==> config.mk <==
export PLATFORM = sky130hd
export DESIGN_NAME = axi4_hbm_traffic_gen
export DESIGN_NICKNAME = d
export VERILOG_FILES = /design/src/rtl/axi4_hbm_traffic_gen.sv
export SDC_FILE = /design/constraint.sdc
export NUM_CORES = 1
export LEC_CHECK = 0
export ABC_AREA = 1
export ABC_CLOCK_PERIOD_IN_PS = 2890
export BUFFER_PORTS_ARGS = -buffer_cell sky130_fd_sc_hd__buf_2
export CAP_MARGIN = 10
export CORE_AREA = 2 2 317 319
export CTS_BUF_LIST = sky130_fd_sc_hd__clkbuf_16
export CTS_CLUSTER_SIZE = 24
export DETAILED_ROUTE_END_ITERATION = 12
export DIE_AREA = 0 0 319 321
export GPL_ROUTABILITY_DRIVEN = 0
export RECOVER_POWER = 25
export SLEW_MARGIN = 20
export SYNTH_ARGS = -nofsm -noshare
export SYNTH_HDL_FRONTEND = slang
export SYNTH_SLANG_ARGS = --single-unit
==> constraint.sdc <==
create_clock -name axi_clk_in_clk -period 2.89 [get_ports axi_clk_in_clk]
set_input_delay 0.289 -clock axi_clk_in_clk [delete_from_list [all_inputs] [get_ports axi_clk_in_clk]]
set_output_delay 0.289 -clock axi_clk_in_clk [all_outputs]
set_load 0.01 [all_outputs]
==> src/rtl/axi4_hbm_traffic_gen.sv <==
// AXI4 HBM traffic generator: for every channel window and burst it writes a pattern
// burst, reads it back, and counts bad responses, data mismatches and misplaced rlast.
module axi4_hbm_traffic_gen #(
  parameter int          DATA_WIDTH   = 256,
  parameter int          ADDR_WIDTH   = 64,
  parameter int          ID_WIDTH     = 7,
  parameter int          NUM_CHANNELS = 2,
  parameter logic [63:0] CH_BASE      = 64'h0,
  parameter logic [63:0] CH_STRIDE    = 64'h4000_0000,
  parameter int          BURST_LEN    = 8,
  parameter int          NUM_BURSTS   = 1
) (
  input  logic                    axi_clk_in_clk,
  input  logic                    axi_reset_n_in_reset_n,
  input  logic                    start,
  output logic                    busy,
  output logic                    done,
  output logic                    pass,
  output logic [15:0]             error_count,
  output logic [ADDR_WIDTH-1:0]   first_err_addr,
  output logic [ADDR_WIDTH-1:0]   awaddr,
  output logic [7:0]              awlen,
  output logic [2:0]              awsize,
  output logic [1:0]              awburst,
  output logic [ID_WIDTH-1:0]     awid,
  output logic                    awvalid,
  input  logic                    awready,
  output logic [DATA_WIDTH-1:0]   wdata,
  output logic [DATA_WIDTH/8-1:0] wstrb,
  output logic                    wlast,
  output logic                    wvalid,
  input  logic                    wready,
  input  logic [1:0]              bresp,
  input  logic                    bvalid,
  output logic                    bready,
  output logic [ADDR_WIDTH-1:0]   araddr,
  output logic [7:0]              arlen,
  output logic [2:0]              arsize,
  output logic [1:0]              arburst,
  output logic [ID_WIDTH-1:0]     arid,
  output logic                    arvalid,
  input  logic                    arready,
  input  logic [DATA_WIDTH-1:0]   rdata,
  input  logic [1:0]              rresp,
  input  logic                    rlast,
  input  logic                    rvalid,
  output logic                    rready
);

  localparam int BYTES = DATA_WIDTH / 8;
  localparam int WORDS = DATA_WIDTH / 32;
  localparam int CW    = (NUM_CHANNELS > 1) ? $clog2(NUM_CHANNELS) : 1;
  localparam int KW    = (NUM_BURSTS > 1) ? $clog2(NUM_BURSTS) : 1;
  localparam logic [ADDR_WIDTH-1:0] BASE_A      = CH_BASE[ADDR_WIDTH-1:0];
  localparam logic [ADDR_WIDTH-1:0] STRIDE_A    = CH_STRIDE[ADDR_WIDTH-1:0];
  localparam logic [ADDR_WIDTH-1:0] BURST_BYTES = ADDR_WIDTH'(BURST_LEN * BYTES);
  localparam logic [2:0]            SIZE        = 3'($clog2(BYTES));
  localparam logic [7:0]            LAST_BEAT   = 8'(BURST_LEN - 1);

  typedef enum logic [2:0] {
    S_IDLE, S_AW, S_W, S_B, S_AR, S_R, S_NEXT, S_DONE
  } state_t;

  state_t                state_q, state_d;
  logic [CW-1:0]         ch_q;
  logic [KW-1:0]         burst_q;
  logic [7:0]            beat_q;
  logic [ADDR_WIDTH-1:0] ch_addr_q;
  logic [ADDR_WIDTH-1:0] burst_addr_q;
  logic [31:0]           pat_word;
  logic                  last_beat, last_burst, last_ch;
  logic                  err_inc;
  logic [ADDR_WIDTH-1:0] err_addr;

  assign last_beat  = (beat_q == LAST_BEAT);
  assign last_burst = (burst_q == KW'(NUM_BURSTS - 1));
  assign last_ch    = (ch_q == CW'(NUM_CHANNELS - 1));

  // Write data and read-back expectation share one generator driven by the live counters.
  assign pat_word = {8'(ch_q), 8'(burst_q), 16'(beat_q)};
  assign wdata    = {WORDS{pat_word}};
  assign wstrb    = '1;
  assign awaddr   = burst_addr_q;
  assign araddr   = burst_addr_q;
  assign awlen    = LAST_BEAT;
  assign arlen    = LAST_BEAT;
  assign awsize   = SIZE;
  assign arsize   = SIZE;
  assign awburst  = 2'b01;
  assign arburst  = 2'b01;
  assign awid     = ID_WIDTH'(ch_q);
  assign arid     = ID_WIDTH'(ch_q);

  always_comb begin
    // NOTE: every signal written here gets a default first, so no latch is inferred.
    state_d  = state_q;
    awvalid  = 1'b0;
    wvalid   = 1'b0;
    wlast    = 1'b0;
    bready   = 1'b0;
    arvalid  = 1'b0;
    rready   = 1'b0;
    busy     = 1'b1;
    done     = 1'b0;
    err_inc  = 1'b0;
    err_addr = burst_addr_q;
    case (state_q)
      S_IDLE: begin
        busy = 1'b0;
        if (start) state_d = S_AW;
      end
      S_DONE: begin
        busy = 1'b0;
        done = 1'b1;
        if (start) state_d = S_AW;
      end
      S_AW: begin
        awvalid = 1'b1;
        if (awready) state_d = S_W;
      end
      S_W: begin
        wvalid = 1'b1;
        wlast  = last_beat;
        if (wready && last_beat) state_d = S_B;
      end
      S_B: begin
        bready = 1'b1;
        if (bvalid) begin
          err_inc = (bresp != 2'b00);
          state_d = S_AR;
        end
      end
      S_AR: begin
        arvalid = 1'b1;
        if (arready) state_d = S_R;
      end
      S_R: begin
        rready = 1'b1;
        if (rvalid) begin
          err_inc  = (rresp != 2'b00) || (rdata != wdata) || (rlast && !last_beat);
          err_addr = burst_addr_q + (ADDR_WIDTH'(beat_q) << SIZE);
          if (last_beat) state_d = S_NEXT;
        end
      end
      S_NEXT: state_d = (last_ch && last_burst) ? S_DONE : S_AW;
      default: state_d = S_IDLE;
    endcase
  end

  assign pass = done && (error_count == 16'd0);

  always_ff @(posedge axi_clk_in_clk or negedge axi_reset_n_in_reset_n) begin
    if (!axi_reset_n_in_reset_n) begin
      state_q        <= S_IDLE;
      ch_q           <= '0;
      burst_q        <= '0;
      beat_q         <= '0;
      ch_addr_q      <= '0;
      burst_addr_q   <= '0;
      error_count    <= '0;
      first_err_addr <= '0;
    end else begin
      // NOTE: non-blocking assignments so every register updates from pre-edge values.
      state_q <= state_d;
      case (state_q)
        S_IDLE, S_DONE: if (start) begin
          ch_q           <= '0;
          burst_q        <= '0;
          beat_q         <= '0;
          ch_addr_q      <= BASE_A;
          burst_addr_q   <= BASE_A;
          error_count    <= '0;
          first_err_addr <= '0;
        end
        S_W: if (wready) beat_q <= last_beat ? 8'd0 : beat_q + 8'd1;
        S_R: if (rvalid) beat_q <= last_beat ? 8'd0 : beat_q + 8'd1;
        S_NEXT: begin
          if (last_burst) begin
            burst_q      <= '0;
            ch_q         <= ch_q + CW'(1);
            ch_addr_q    <= ch_addr_q + STRIDE_A;
            burst_addr_q <= ch_addr_q + STRIDE_A;
          end else begin
            burst_q      <= burst_q + KW'(1);
            burst_addr_q <= burst_addr_q + BURST_BYTES;
          end
        end
        default: ;
      endcase
      if (err_inc) begin
        if (error_count != 16'hFFFF) error_count <= error_count + 16'd1;
        if (error_count == 16'd0) first_err_addr <= err_addr;
      end
    end
  end

endmodule

==> results of run 1 <==
-- flip-flops by register name (all words and copies together), names as in the netlist --
name	cells
state_q	3
ch_q	1
error_count	16
beat_q	8
first_err_addr	64
araddr	34
-- per-layer routing --
metal	GRT usage	up-vias	wire length (microns)
li1	-	6194	-
met1	0.131	5841	23700
met2	0.163	580	24900
met3	0.0308	70	4620
met4	0.0295	14	1110
met5	0	-	75
-- critical path: stages, from the launching register on --
cell and delay, ns:
dfrtp_1 0.45, inv_1 0.11, ha_1 0.18, nand4_1 0.11
nor4_1 0.68, inv_1 0.10, nor2_1 0.13, buf_2 0.15
-- layout make-up --
| type | instances | share of cell area |
|---|---|---|
| multi-input cells | 1449 | 0.408 |
| flip-flops and latches | 126 | 0.205 |
| repair buffers | 547 | 0.188 |
| well taps | 1298 | 0.105 |
| inverters | 232 | 0.0566 |
| clock buffers | 17 | 0.0276 |
| clock inverters | 15 | 0.00715 |
| diodes | 11 | 0.00179 |
-- worst paths after layout --
kind	end	slack, ns	cells past startpoint
min in group asynchronous	first_err_addr[15]$_DFF_PN0_	0.60	2
max in group asynchronous	beat_q[0]$_DFFE_PN0P_	0.52	3
min reg2reg	araddr[48]$_DFFE_PN0P_	0.61	2
max	pass	0.22	7
max reg2reg	first_err_addr[52]$_DFF_PN0_	0.24	15
min	error_count[6]$_DFF_PN0_	0.29	4
-- cells by family after synthesis --
group / count (synthesis) / share of synthesized area
compound gates: 134 / 0.0560
xor+xnor: 29 / 0.0202
fa+ha+maj: 5 / 0.00497
buf+inv: 707 / 0.345
flops: 126 / 0.250
other cells: 2 / 0.000596
simple gates: 966 / 0.323
-- placed cells by master (no fill, tap or decap), types with 7 or more instances in the layout --
master / instances
clkbuf_16: 17
nor4_1: 7
nand3_1: 120
xnor2_1: 21
conb_1: 315
dfrtp_1: 125
nand2_1: 478
a21oi_1: 41
buf_2: 498
diode_2: 11
nor3_1: 43
buf_4: 40
xor2_1: 8
o21ai_0: 75
inv_1: 228
nor2_1: 244
nand4_1: 50
-- report_power, final --
group	switching, mW	internal, mW
clock network	0.927	1.16
logic	4.13	1.77
registers	0.486	2.25
-- what timing repair did --
item                                    in CTS  in global routing
resized for setup                            0                  2
endpoints found under the hold margin       36                  0
endpoints found under the setup margin       0                 64
hold buffers                                 1                  0
==> flow_summary.ini, run 1 <==
[placement]
hpwl_microns = 45300
pre_cts_slack_ns = 0.0951
placed_area_sq_mm = 0.0149
port_buffers = 499
place_inst = 3651

[min_path]
holdCritStartpoint = start
hp-class = in2reg

[final_layout]
post-route-util = 0.155
final_nets = 2647
multi_input_area_sq_mm = 0.00629
fillers = 11500
final_cells = 3695
layout-drive-gt1-share = 0.250
regArea_sq_mm = 0.00315
fin_area_sq_mm = 0.0154
area_growth_pct = 22.3

[setup_path]
crit_fanout = 5
setup.worst_path.start_class = flip-flop
end_kind = output pin
crit_required_ns = 2.60
worstSetupPathType = reg2out
critPathArrivalTime_ns = 2.38
startpoint = error_count[0]$_DFF_PN0_
rr_startpoint = beat_q[6]$_DFFE_PN0P_

[clock_tree]
clk_pin_slew_ns = 0.06
cts_setup_buffers = 0
cts_tree = built
clockBufferDepth = 2
cts_buffers = 17
cts_root_buf = clkbuf_16
clock_sinks = 126
worst_skew_pair.late_latency_ns = 0.48
htreeDepth = 4

[yosys]
ys_types = 39
synth_area_per_cell_sq_um = 6.40
synth_flop_cell = dfrtp_1
synth_area_leaders = buf_4 (25%), dfrtp_1 (25%), nand2_1 (14%)
yosysMostFrequentCell = nand2_1
synth_area_leader_cell = buf_4
async_reset_ff_frac = 1.00
synth_seq_cells = 126
ys_top_cells_by_count = nand2_1 (479), buf_4 (424), nor2_1 (244)
ys_warn_count = 0
synth_edf_count = 0
syn_inst = 1969
ys_seq_area_frac = 0.250
synth_top_area_share = 0.253
syn_area_sq_mm = 0.0126

[global_routing]
grt_util_all_layers = 0.102
antenna_found_initial = 29
grt_overflow = 0
grt_pass1_vias = 11100
grt_pass1_wl_microns = 75400
grt_max_degree = 81

[timing]
finalHoldViolCount = 0
setup_ws_ns = 0.225
rsz0062_at_grt = false
finClkSkew_ns = 0.0177
worstMarginPinSlew_ns = 1.22
whs_ns = 0.286
setup_viol = 0
slew-limit-headroom = 0.185
layout_worst_path_cycle_share = 0.922
finalSetupTns_ns = 0
post-route-min-period_ns = 2.67
slew_viol_final = 0
fmax_mhz = 375

[drt]
vias_per_cell = 3.44
drtAntennaViolNets = 0
wl_per_cell_microns = 14.7
drt_iter0_drc = 780
via_count = 12700
drc = 0
firstDrtPassIters = 5
routed_wl_microns = 54500

[floorplanning]
design.core.area_sq_mm = 0.0993
fp-row-count = 116
dieArea_sq_mm = 0.102
start_util = 0.127
io_pins = 814
die_h_microns = 321
fp.dieW_microns = 319

[pwr]
ir_drop_v = 0.000913
p_leak_nw = 8.50
power.density_mw_per_mm2 = 696
finalPower_mw = 10.7

[outcome]
outcome = finished, final reports clean

[flow_run]
cap_violations = 0
Note: power is estimated with default switching activity, not from simulation.
==> inputs of run 2 (changes only) <==
--- a/config.mk
+++ b/config.mk
@@ -6,14 +6,13 @@
 export NUM_CORES = 1
 export LEC_CHECK = 0
 export ABC_AREA = 1
-export ABC_CLOCK_PERIOD_IN_PS = 2890
 export BUFFER_PORTS_ARGS = -buffer_cell sky130_fd_sc_hd__buf_2
 export CAP_MARGIN = 10
-export CORE_AREA = 2 2 317 319
+export CORE_AREA = 3 3 318 320
 export CTS_BUF_LIST = sky130_fd_sc_hd__clkbuf_16
 export CTS_CLUSTER_SIZE = 24
 export DETAILED_ROUTE_END_ITERATION = 12
-export DIE_AREA = 0 0 319 321
+export DIE_AREA = 0 0 321 323
 export GPL_ROUTABILITY_DRIVEN = 0
 export RECOVER_POWER = 25
 export SLEW_MARGIN = 20
==> run 2 against run 1 <==
Highest routed layer unchanged. Design area decreased by 0.11%. Worst hold slack improved by 0.010 ns. Clock skew decreased by 0.0067 ns. Setup slack improved by 0.066 ns. Sequential power increased by 2%. Global-route usage decreased by 0.45 points. Via count decreased by 0.59%. The run now ends with max-capacitance violations, max-slew violations left.
==> flow_summary.ini, run 2 (synthesis gave the netlist of run 1 again) <==
[timing]
worstMarginPinSlew_ns = 1.77
slew-limit-headroom = -0.179
slew_viol_final = 62
finClkSkew_ns = 0.0110
fmax_mhz = 385
setup_ws_ns = 0.290
layout_worst_path_cycle_share = 0.900
finalHoldViolCount = 0
setup_viol = 0
post-route-min-period_ns = 2.60

[setup_path]
end_kind = flip-flop
worstSetupPathType = reg2reg
cp_num_buf_inv = 3
crit_family = simple AND/OR/NAND/NOR gates
crit_required_ns = 3.24
setup.worst_path.start_class = flip-flop
cpMaxStageDelayCell = dfrtp_1
critPathArrivalTime_ns = 2.95
crit_fanout = 47
cpMostUsedCell = nand2_1
max_stage_delay_ns = 0.66
cp_cell_sequence = inv_2 > nand2_1 > nand2_1 > inv_1 > nand2_1 > nor2_1 > nand2_1 > nor2_2 > nand2_1 > nor2_1 > nand2_1 > nand2_4 > nand2_4 > buf_12 > nand2_1 > nand2_1

[floorplanning]
fp.dieW_microns = 321
io_pins = 814
start_util = 0.128
fp-row-count = 115
die_h_microns = 323
design.core.area_sq_mm = 0.0984
dieArea_sq_mm = 0.104

[global_routing]
antenna_found_initial = 27
grt_pass1_wl_microns = 74100
grt_max_degree = 69
grt_pass1_vias = 11200
grt_util_all_layers = 0.0971
grt_overflow = 0

[pwr]
comb_power_share = 0.539
p_switching_mw = 5.60
p_leak_nw = 8.27
power.share.sequential = 0.258
power.density_mw_per_mm2 = 702
ir_drop_v = 0.000988
p_clk_frac = 0.203
swShare = 0.519
p_int_mw = 5.20

[drt]
drtAntennaViolNets = 0
via_count = 12600
vias_per_cell = 3.44
drc = 0
firstDrtPassIters = 5
drt_iter0_drc = 874
routed_wl_microns = 53900
wl_per_cell_microns = 14.7

[min_path]
hp-class = in2reg

[clock_tree]
cts_root_buf = clkbuf_16
cts_buffers = 17
htreeDepth = 4
clockBufferDepth = 2
clock_sinks = 126
clk_pin_slew_ns = 0.07
cts_setup_buffers = 0
worst_skew_pair.late_latency_ns = 0.47
cts_tree = built

[final_layout]
fillers = 11500
final_cells = 3674
largest_reg_flops = 64
final_nets = 2644
layout-drive-gt1-share = 0.229
area_growth_pct = 22.1
top_register = first_err_addr
post-route-util = 0.156
final_cell_mix = nand2_1 (478), buf_2 (444), conb_1 (315), nor2_1 (241), inv_1 (223)
mostFrequentLayoutCell = nand2_1

[placement]
port_buffers = 499
pre_cts_slack_ns = -0.288
place_inst = 3637
hpwl_microns = 44500

[outcome]
outcome = finished, violations left
violations = max-capacitance violations, max-slew violations

[flow_run]
cap_violations = 1
==> run 2: path summary, 6_finish.rpt <==
check,from,to,slack [ns],cells after the start
setup / recovery,ch_q$_DFFE_PN0P_,error_count[7]$_DFF_PN0_,0.29,16
hold reg to reg,araddr[48]$_DFFE_PN0P_,araddr[48]$_DFFE_PN0P_,0.62,2
min in group asynchronous,axi_reset_n_in_reset_n,first_err_addr[29]$_DFF_PN0_,0.83,2
max in group asynchronous,axi_reset_n_in_reset_n,first_err_addr[50]$_DFF_PN0_,0.62,3
setup reg to reg,ch_q$_DFFE_PN0P_,error_count[7]$_DFF_PN0_,0.29,16
hold / removal,start,error_count[9]$_DFF_PN0_,0.30,4
==> run 2: per-stage QoR <==
stage	area, sq um	setup TNS, ns	hold WS (ns)	power [mW]
2_1_floorplan	13800	0	-0.00659	6.74
3_3_place_gp	14900	-21.37	0.347	8.74
3_5_place_dp	14900	-21.81	0.351	8.78
4_1_cts	15400	0	0.251	11.1
5_1_grt	15400	-0.00745	0.301	11.7
6_report	15400	0	0.297	10.8
==> run 2: cell type report <==
type / count / area, sq um / share of cell area
antenna: 4 / 10.0 / 0.000651
multi-input combinational: 1449 / 6300 / 0.409
clock inverter: 15 / 144 / 0.00935
sequential: 126 / 3160 / 0.205
timing repair buffer: 544 / 2870 / 0.186
clock buffer: 17 / 425 / 0.0276
inverter: 232 / 876 / 0.0569
tap: 1287 / 1610 / 0.105
==> run 2: worst min-delay path: stages <==
cell	delay [ns]
buf_2	0.21
a21oi_1	0.10
nand3_1	0.08
nand2_1	0.05
==> run 2: power groups by stage <==
stage               registers, mW  clock network [mW]  logic [mW]
floorplan                    2.87                   0        3.86
global placement             2.80                   0        5.94
detailed placement           2.81                   0        5.97
CTS                          2.78                2.29        5.99
global route                 2.87                2.33        6.52
finish                       2.79                2.19        5.83
==> run 2: layer usage <==
layer | GRT usage | part of all wire | vias to the layer above
met5 | 0 | 0.0013 | -
met4 | 0.0296 | 0.026 | 10
met3 | 0.0336 | 0.094 | 74
met2 | 0.155 | 0.46 | 550
met1 | 0.123 | 0.42 | 5805
li1 | - | - | 6185
==> run 2: repair_timing <==
item / 4_1_cts / 5_1_grt
endpoints found under the hold margin: 60 / 0
gates cloned: 0 / 0
hold buffers: 1 / 0
endpoints found under the setup margin: 80 / 80
resized for setup: 3 / 7
